File: config.mk
export PLATFORM = sky130hd
export DESIGN_NAME = box_draw_arbiter
export DESIGN_NICKNAME = d
export VERILOG_FILES = /design/src/rtl/box_draw_arbiter.sv
export SDC_FILE = /design/constraint.sdc
export NUM_CORES = 1
export LEC_CHECK = 0
export CORE_ASPECT_RATIO = 0.75
export CORE_MARGIN = 5
export CORE_UTILIZATION = 31
export CTS_BUF_LIST = sky130_fd_sc_hd__clkbuf_4 sky130_fd_sc_hd__clkbuf_8
export CTS_CLUSTER_DIAMETER = 30
export DETAILED_ROUTE_END_ITERATION = 16
export GPL_TIMING_DRIVEN = 0
export PLACE_DENSITY = 0.95
export SLEW_MARGIN = 20
export SYNTH_ARGS = -nofsm -noshare
export SYNTH_HDL_FRONTEND = slang
export SYNTH_SLANG_ARGS = --single-unit
File: constraint.sdc
create_clock -name clock -period 2.5 [get_ports clock]
set_input_delay 0.25 -clock clock [delete_from_list [all_inputs] [get_ports clock]]
set_output_delay 0.25 -clock clock [all_outputs]
set_load 0.02 [all_outputs]
File: src/rtl/box_draw_arbiter.sv
// Locks the single box drawer to one of three box requesters for a whole sequence.
// Optional BOX_ARB_FIXED_PRIORITY_EN selects fixed priority 0 > 1 > 2 instead of round-robin.
module box_draw_arbiter #(
    parameter int MAX_BURST = 8
) (
    input  logic        clock,
    input  logic        reset_n,
    input  logic [2:0]  s_valid,
    output logic [2:0]  s_ready,
    input  logic [2:0]  s_last,
    input  logic [26:0] s_box_x,
    input  logic [26:0] s_box_y,
    input  logic [26:0] s_box_w,
    input  logic [26:0] s_box_h,
    input  logic [8:0]  s_box_color,
    input  logic        m_ready,
    output logic        m_valid,
    output logic [8:0]  out_box_x,
    output logic [8:0]  out_box_y,
    output logic [8:0]  out_box_w,
    output logic [8:0]  out_box_h,
    output logic [2:0]  out_box_color,
    output logic [1:0]  m_src,
    output logic        busy
);
    localparam int CW = $clog2(MAX_BURST) + 1;

    typedef enum logic {S_IDLE, S_GRANT} state_t;

    state_t          state, state_nxt;
    logic [1:0]      grant, grant_nxt;
    logic [1:0]      last_grant, last_grant_nxt;
    logic [CW-1:0]   burst_cnt, burst_cnt_nxt;
    logic [1:0]      winner;
    logic            winner_found;
    logic            sel_valid, sel_last, xfer;
    logic [8:0]      sel_x, sel_y, sel_w, sel_h;
    logic [2:0]      sel_color;

    always_ff @(posedge clock) begin
        if (!reset_n) begin
            state      <= S_IDLE;
            grant      <= 2'd0;
            last_grant <= 2'd2;
            burst_cnt  <= '0;
        end else begin
            state      <= state_nxt;
            grant      <= grant_nxt;
            last_grant <= last_grant_nxt;
            burst_cnt  <= burst_cnt_nxt;
        end
    end

`ifdef BOX_ARB_FIXED_PRIORITY_EN
    always_comb begin
        winner       = 2'd0;
        winner_found = 1'b0;
        for (int i = 0; i < 3; i++) begin
            if (!winner_found && s_valid[i]) begin
                winner       = 2'(i);
                winner_found = 1'b1;
            end
        end
    end
`else
    // Search starts just after the last released requester so it ranks lowest.
    always_comb begin
        int start;
        int c;
        winner       = 2'd0;
        winner_found = 1'b0;
        start        = (last_grant == 2'd2) ? 0 : int'(last_grant) + 1;
        for (int k = 0; k < 3; k++) begin
            c = start + k;
            if (c >= 3) c = c - 3;
            if (!winner_found && s_valid[c]) begin
                winner       = 2'(c);
                winner_found = 1'b1;
            end
        end
    end
`endif

    always_comb begin
        sel_valid = 1'b0;
        sel_last  = 1'b0;
        sel_x     = '0;
        sel_y     = '0;
        sel_w     = '0;
        sel_h     = '0;
        sel_color = '0;
        case (grant)
            2'd0: begin
                sel_valid = s_valid[0];  sel_last = s_last[0];
                sel_x = s_box_x[8:0];    sel_y = s_box_y[8:0];
                sel_w = s_box_w[8:0];    sel_h = s_box_h[8:0];
                sel_color = s_box_color[2:0];
            end
            2'd1: begin
                sel_valid = s_valid[1];  sel_last = s_last[1];
                sel_x = s_box_x[17:9];   sel_y = s_box_y[17:9];
                sel_w = s_box_w[17:9];   sel_h = s_box_h[17:9];
                sel_color = s_box_color[5:3];
            end
            2'd2: begin
                sel_valid = s_valid[2];  sel_last = s_last[2];
                sel_x = s_box_x[26:18];  sel_y = s_box_y[26:18];
                sel_w = s_box_w[26:18];  sel_h = s_box_h[26:18];
                sel_color = s_box_color[8:6];
            end
            default: ;
        endcase
    end

    assign xfer = (state == S_GRANT) && sel_valid && m_ready;

    always_comb begin
        state_nxt      = state;
        grant_nxt      = grant;
        last_grant_nxt = last_grant;
        burst_cnt_nxt  = burst_cnt;
        s_ready        = 3'b000;
        m_valid        = 1'b0;
        m_src          = 2'd3;
        busy           = 1'b0;
        out_box_x      = 9'd0;
        out_box_y      = 9'd0;
        out_box_w      = 9'd1;
        out_box_h      = 9'd1;
        out_box_color  = 3'd0;
        case (state)
            S_IDLE: begin
                if (winner_found) begin
                    grant_nxt     = winner;
                    burst_cnt_nxt = '0;
                    state_nxt     = S_GRANT;
                end
            end
            S_GRANT: begin
                m_valid       = sel_valid;
                out_box_x     = sel_x;
                out_box_y     = sel_y;
                out_box_w     = sel_w;
                out_box_h     = sel_h;
                out_box_color = sel_color;
                s_ready       = m_ready ? (3'b001 << grant) : 3'b000;
                m_src         = grant;
                busy          = 1'b1;
                if (xfer) begin
                    burst_cnt_nxt = burst_cnt + 1'b1;
                    // A burst cap reached on the same box as s_last is still one release.
                    if (sel_last || burst_cnt == CW'(MAX_BURST - 1)) begin
                        state_nxt      = S_IDLE;
                        last_grant_nxt = grant;
                        burst_cnt_nxt  = '0;
                    end
                end
            end
            default: state_nxt = S_IDLE;
        endcase
    end
endmodule

Yosys cells after proc, flatten, opt, wreduce, memory -nomap -nowiden
Cells that the tools add are included.
{"block": "classes", "addsub": 7, "n_lt_le_gt_ge": 6, "n_eq_ne": 6, "n_shift": 1, "muxes": 44, "bitwise": 1, "n_reduce_logical": 11}
{"operator": "$pmux W9 S3", "n": 4}
{"operator": "$lt A32 B4 Y1 const B", "n": 3}
{"operator": "$mux W32", "n": 3}
{"operator": "$mux W9", "n": 4}
{"operator": "$mux W1", "n": 14}
{"operator": "$mux W3", "n": 4}
{"operator": "$mux W4", "n": 3}
{"operator": "$sub A4 B2 Y5 const B", "n": 2}
{"operator": "$pmux W3 S3", "n": 1}
{"operator": "$ge A4 B2 Y1 const B", "n": 2}
{"operator": "$mux W2", "n": 4}
{"operator": "$pmux W4 S2", "n": 1}
{"operator": "$bmux W1 S2", "n": 3}
{"operator": "$pmux W1 S3", "n": 2}
{"operator": "$add A3 B1 Y4 const B", "n": 1}
{"operator": "$add A3 B2 Y4 const B", "n": 1}
{"operator": "$add A4 B1 Y4 const B", "n": 1}
{"operator": "$eq A2 B2 Y1 const B", "n": 2}
{"operator": "$eq A4 B3 Y1 const B", "n": 1}
{"operator": "$logic_and A1 B1 Y1", "n": 4}
{"operator": "$reduce_and A2 Y1", "n": 2}
{"operator": "$sub A3 B2 Y4 const B", "n": 1}
{"operator": "$add A2 B1 Y3 const B", "n": 1}
{"operator": "$ge A3 B2 Y1 const B", "n": 1}
{"operator": "10 further kinds", "n": 11}
{"block": "word_totals", "reg_bits": 9, "in_bits": 126, "out_inout_bits": 46, "word_cells": 80}

Depth between registers and ports, before layout
Gate-level depths: netlist of run 1.
{"block": "logic_depth", "word_depth": 16, "mapped_depth": 8, "ltp_nobuf": 7}

Worst setup path before layout of run 1
No wires, ideal clock.
{"block": "synth_path", "path_type": "register to register", "start": "register last_grant[1]", "end": "register burst_cnt[0]", "setup_time_ns": 0.059, "t_arrival_ns": 1.886, "required_time_ns": 2.441, "slack_ns": 0.555, "stages_incl_launch_ff": 9, "n_path_buf": 1, "period_less_slack_ns": 1.945, "path_cell_list": "dfxtp_1 inv_1 ha_1 buf_2 mux2_2 a32oi_1 nand3_1 a21boi_2 a31o_1"}
{"block": "synth_via", "elab_chain_len": 16, "word_cells_on_any_way": 32, "classes_between": "add/sub: 6; order compare: 3; eq/ne: 2; mux: 16; reduce/logical: 5"}
{"element": "from (decl)", "line": "32", "source": "logic [1:0] last_grant, last_grant_nxt;"}
{"element": "from (signal assigned)", "line": "49", "source": "last_grant <= last_grant_nxt;"}
{"element": "$add A2 B1 Y3 or $eq A2 B2 Y1 (tied branches)", "line": "72", "source": "start = (last_grant == 2'd2) ? 0 : int'(last_grant) + 1;"}
{"element": "$mux W3 *", "line": "72"}
{"element": "branches (longest 11 deep; another with $sub A4 B2 Y5)"}
{"element": "$mux W1 *", "line": "76", "source": "if (!winner_found && s_valid[c]) begin"}
{"element": "$ne A2 B2 Y1 (no line) *"}
{"element": "$reduce_and A2 Y1 (no line) *"}
{"element": "to (signal assigned)", "line": "50", "source": "burst_cnt <= burst_cnt_nxt;"}
{"element": "to (decl)", "line": "33", "source": "logic [CW-1:0] burst_cnt, burst_cnt_nxt;"}
Mark *: on every way between the ends. The select of a mux whose other input is x is not followed.
A chain may end at the register's enable or synchronous reset.

Final worst setup path of run 1
{"block": "layout_path", "start": "register last_grant[1]", "end": "register burst_cnt[1]"}
The elaborated chain is that of the path after synthesis.

==> summary.md, run 1 <==
| Metric | Value |
|---|---|
| Die Height | `about 76 µm` |
| Crit path launch type | `flop` |
| Initial DRC Count | `77` |
| Routed wire length | `between 7000 and 8000 µm` |
| Register bit total from synthesis | `9` |
| I/O Pins | `around 170` |
| Max-cap violations | `0` |
| Register area share after synthesis | `0.101` |
| Fin crit share | `0.952` |
| Mapped Nets | `402` |
| Setup TNS | `0 ns` |
| Setup Buffers After CTS | `0` |
| Dominant cell type by area after synthesis | `mux2i_1` |
| Global placer's final weighted congestion | `0.894` |
| Top delay family on crit path | `compound AO/OA/AOI/OAI gates` |
| Post-synth cell types | `43` |
| Row count | `23` |
| Port Buffers | `170` |
| Sw Pwr | `0.511 mW` |
| Clock power frac | `0.143` |
| Synth Cell Area | `approximately 1800 µm²` |
| Peak VDD IR | `0.232 mV` |
| Yosys top cell area share | `0.247` |
| Post-Place Cells | `around 520` |
| Crit path DAT | `roughly 2.6 ns` |
| Syn_area_per_cell | `roughly 6.6 µm²` |
| CTS tree | `yes` |
| Worst r2r path cells | `8` |
| CP peak stage delay | `between 0.4 and 0.5 ns` |
| Share of layout cells above drive strength 1 | `0.0631` |
| Clock period minus worst slack | `around 2.4 ns` |
| Post-route clock skew | `0.00384 ns` |
| Worst path bufs/invs | `2` |
| Commonest non-fill, non-tap cell in the layout | `clkdlybuf4s50_1` |
| GRT Overall Usage | `0.197` |
| Final Max Slew Viols | `0` |
| Critical Path End Type | `flop` |
| Ys Warns | `0` |
| Final Hold Viols | `0` |
| Total Nets Final | `577` |
| GRT overflow | `0` |
| Worst path required time | `about 2.7 ns` |
| Initial antenna violation count | `0` |
| Pre-antenna DRT Iters | `4` |
| Core area | `around 5500 µm²` |
| First-pass GRT wire length | `around 12000 µm` |
| Internal power | `0.757 mW` |
| Clock transition at path regs | `~0.050 ns` |
| Flop pwr share | `0.124` |
| Vias in the first global route | `between 2000 and 3000` |
| Switching share of total power | `0.403` |
| Die X | `slightly below 100 µm` |
| Cts-stage hold buffer count | `0` |
| Largest net degree at the start of global routing | `11` |
| Synth area leaders | `mux2i_1, nor2_1, a21oi_1, dfxtp_1, ha_1` |
| ANT nets after route | `0` |
| H-tree Lvls | `1` |
| Vias after detailed routing | `between 2000 and 3000` |
| CTS buffer count | `3` |
| Hold Crit Class | `input pin to flop` |
| Number of inserted diodes | `0` |
| Comb power frac | `0.733` |
| Power Density | `between 300 and 400 nW/µm²` |
| Slowest CP cell | `dfxtp_1` |
| Die ar. | `7380 µm²` |
| Worst skew pair latency | `roughly 0.23 ns` |
| Dpl hpwl | `approximately 6600 µm` |
| Hold Path Cell Cnt | `2` |
| RSZ-0062 raised after global routing | `false` |
| Starting Density | `0.326` |
| Root buffer cell | `clkbuf_8` |
| Status | `finished clean` |
| Worst Path Max Fanout | `10` |
| CTS Sinks | `9` |
| Number of setup violations in the final report | `0` |
| DR DRC count | `0` |
| Pleak | `around 1.4 nW` |
| Achievable Freq | `0.420 GHz` |
| Worst slew pin tran | `approximately 0.47 ns` |
| Area Overhead vs Synth | `104%` |
| Crit path cell chain | `inv_1 -> ha_1 -> buf_2 -> mux2_2 -> a32oi_1 -> nand3_1 -> a21boi_2 -> a31o_1` |
| CP Depth | `8` |
| Syn Inst Count | `270` |
| DR vias/cell | `5.00` |
| Slew HR | `0.686` |
| Most frequent cells in the layout | `clkdlybuf4s50_1, nor2_1, mux2i_1` |
| Worst Setup Path Type | `flop to flop` |
| Non-Filler Instances | `slightly above 500` |
| Bufs on Longest Clock Path | `2` |
| Per-cell routed wire length | `between 15 and 20 µm` |
[power by group through the flow]
stage	registers, mW	clock network [mW]	logic (mW)
6_report	0.157	0.181	0.929
5_1_grt	0.158	0.196	1.00
4_1_cts	0.157	0.187	0.935
3_5_place_dp	0.160	0	0.929
3_3_place_gp	0.159	0	0.909
2_1_floorplan	0.161	0	0.464
[stage by stage]
step | hold WS, ns | area [µm²] | power [mW] | utilization | setup slack, ns
after CTS | 0.413 | 3630 | 1.28 | 0.665 | 0.0757
final | 0.425 | 3640 | 1.27 | 0.666 | 0.120
after detailed placement | 0.533 | 3580 | 1.09 | 0.654 | 0.0668
after global placement | 0.523 | 3580 | 1.07 | 0.654 | 0.113
after floorplan | 0.499 | 1780 | 0.625 | - | 0.555
after global routing | 0.432 | 3640 | 1.35 | 0.666 | 0.00116
[sequential cells by signal, summed over array words and instances, names as in the netlist]
register / cells
burst_cnt: 4
grant: 2
last_grant: 2
state: 1
[worst paths after layout]
kind | from | endpoint | slack (ns)
hold / removal | reset_n | last_grant[1] | 0.43
setup reg to reg | last_grant[1] | burst_cnt[1] | 0.12
setup / recovery | last_grant[1] | burst_cnt[1] | 0.12
hold reg to reg | burst_cnt[1] | burst_cnt[1] | 0.55
[metal layers]
metal | global-route usage | part of all wire
met5 | 0 | 0
met4 | 0.0246 | 0.0018
met3 | 0.0595 | 0.090
met1 | 0.224 | 0.41
met2 | 0.380 | 0.50
[area by class of cell]
| type | count | area [µm²] |
|---|---|---|
| Tap cell | 75 | 93.8 |
| Inverter | 7 | 30.0 |
| Sequential cell | 9 | 180 |
| Multi-Input combinational cell | 232 | 1470 |
| Fill cell | 468 | 1830 |
| Buffer | 22 | 115 |
| Clock buffer | 4 | 48.8 |
| Timing Repair Buffer | 170 | 1700 |
[Yosys cell counts]
master and count:
a2bb2oi_2 1, nor2b_1 1, a31o_1 2, xnor2_1 1, buf_1 2, o2111a_1 1, dfxtp_1 9, buf_4 1
o2bb2ai_1 2, nor2_1 82, nor3_2 2, o211ai_1 1, inv_1 6, clkinv_1 1, nand2_1 9, o2bb2ai_2 1
and2_1 2, a21oi_1 41, o31a_1 2, o211a_1 2, o21ai_0 6, a2bb2oi_1 1, nor3b_2 1, mux2_2 2
a21boi_2 1, buf_2 5, a32oi_1 1, nand3b_1 3, buf_6 2, o2111ai_1 1, nand2b_1 4, ha_1 6
a31oi_1 1, and4b_1 2, or3_4 1, nor3b_1 2, nand3_1 2, nand4_1 1, clkbuf_1 12, a22oi_1 1
o21ai_1 1, mux2i_1 44, and3_1 1
[logic make-up (layout without fill, tap and decap cells)]
| kind of cell | count (synthesis) | count (layout) | synth area share |
|---|---|---|---|
| flops | 9 | 9 | 0.101 |
| compound gates | 66 | 66 | 0.232 |
| mux | 46 | 46 | 0.260 |
| buf+inv | 29 | 203 | 0.0751 |
| simple gates | 113 | 113 | 0.286 |
| fa+ha+maj | 6 | 6 | 0.0421 |
| xor+xnor | 1 | 1 | 0.00491 |
[what timing repair did]
action | 4_1_cts | 5_1_grt
hold endpoints to repair | 0 | 0
resized for setup | 5 | 4
setup endpoints to repair | 40 | 3
(Power assumes the default switching activity.)
==> run 2, diff against run 1 <==
--- a/config.mk
+++ b/config.mk
@@ -5,6 +5,7 @@
 export SDC_FILE = /design/constraint.sdc
 export NUM_CORES = 1
 export LEC_CHECK = 0
+export CAP_MARGIN = 20
 export CORE_ASPECT_RATIO = 0.75
 export CORE_MARGIN = 5
 export CORE_UTILIZATION = 31
==> results of run 2 <==
No change in the layout: final DEF, timing and power equal those of run 1.
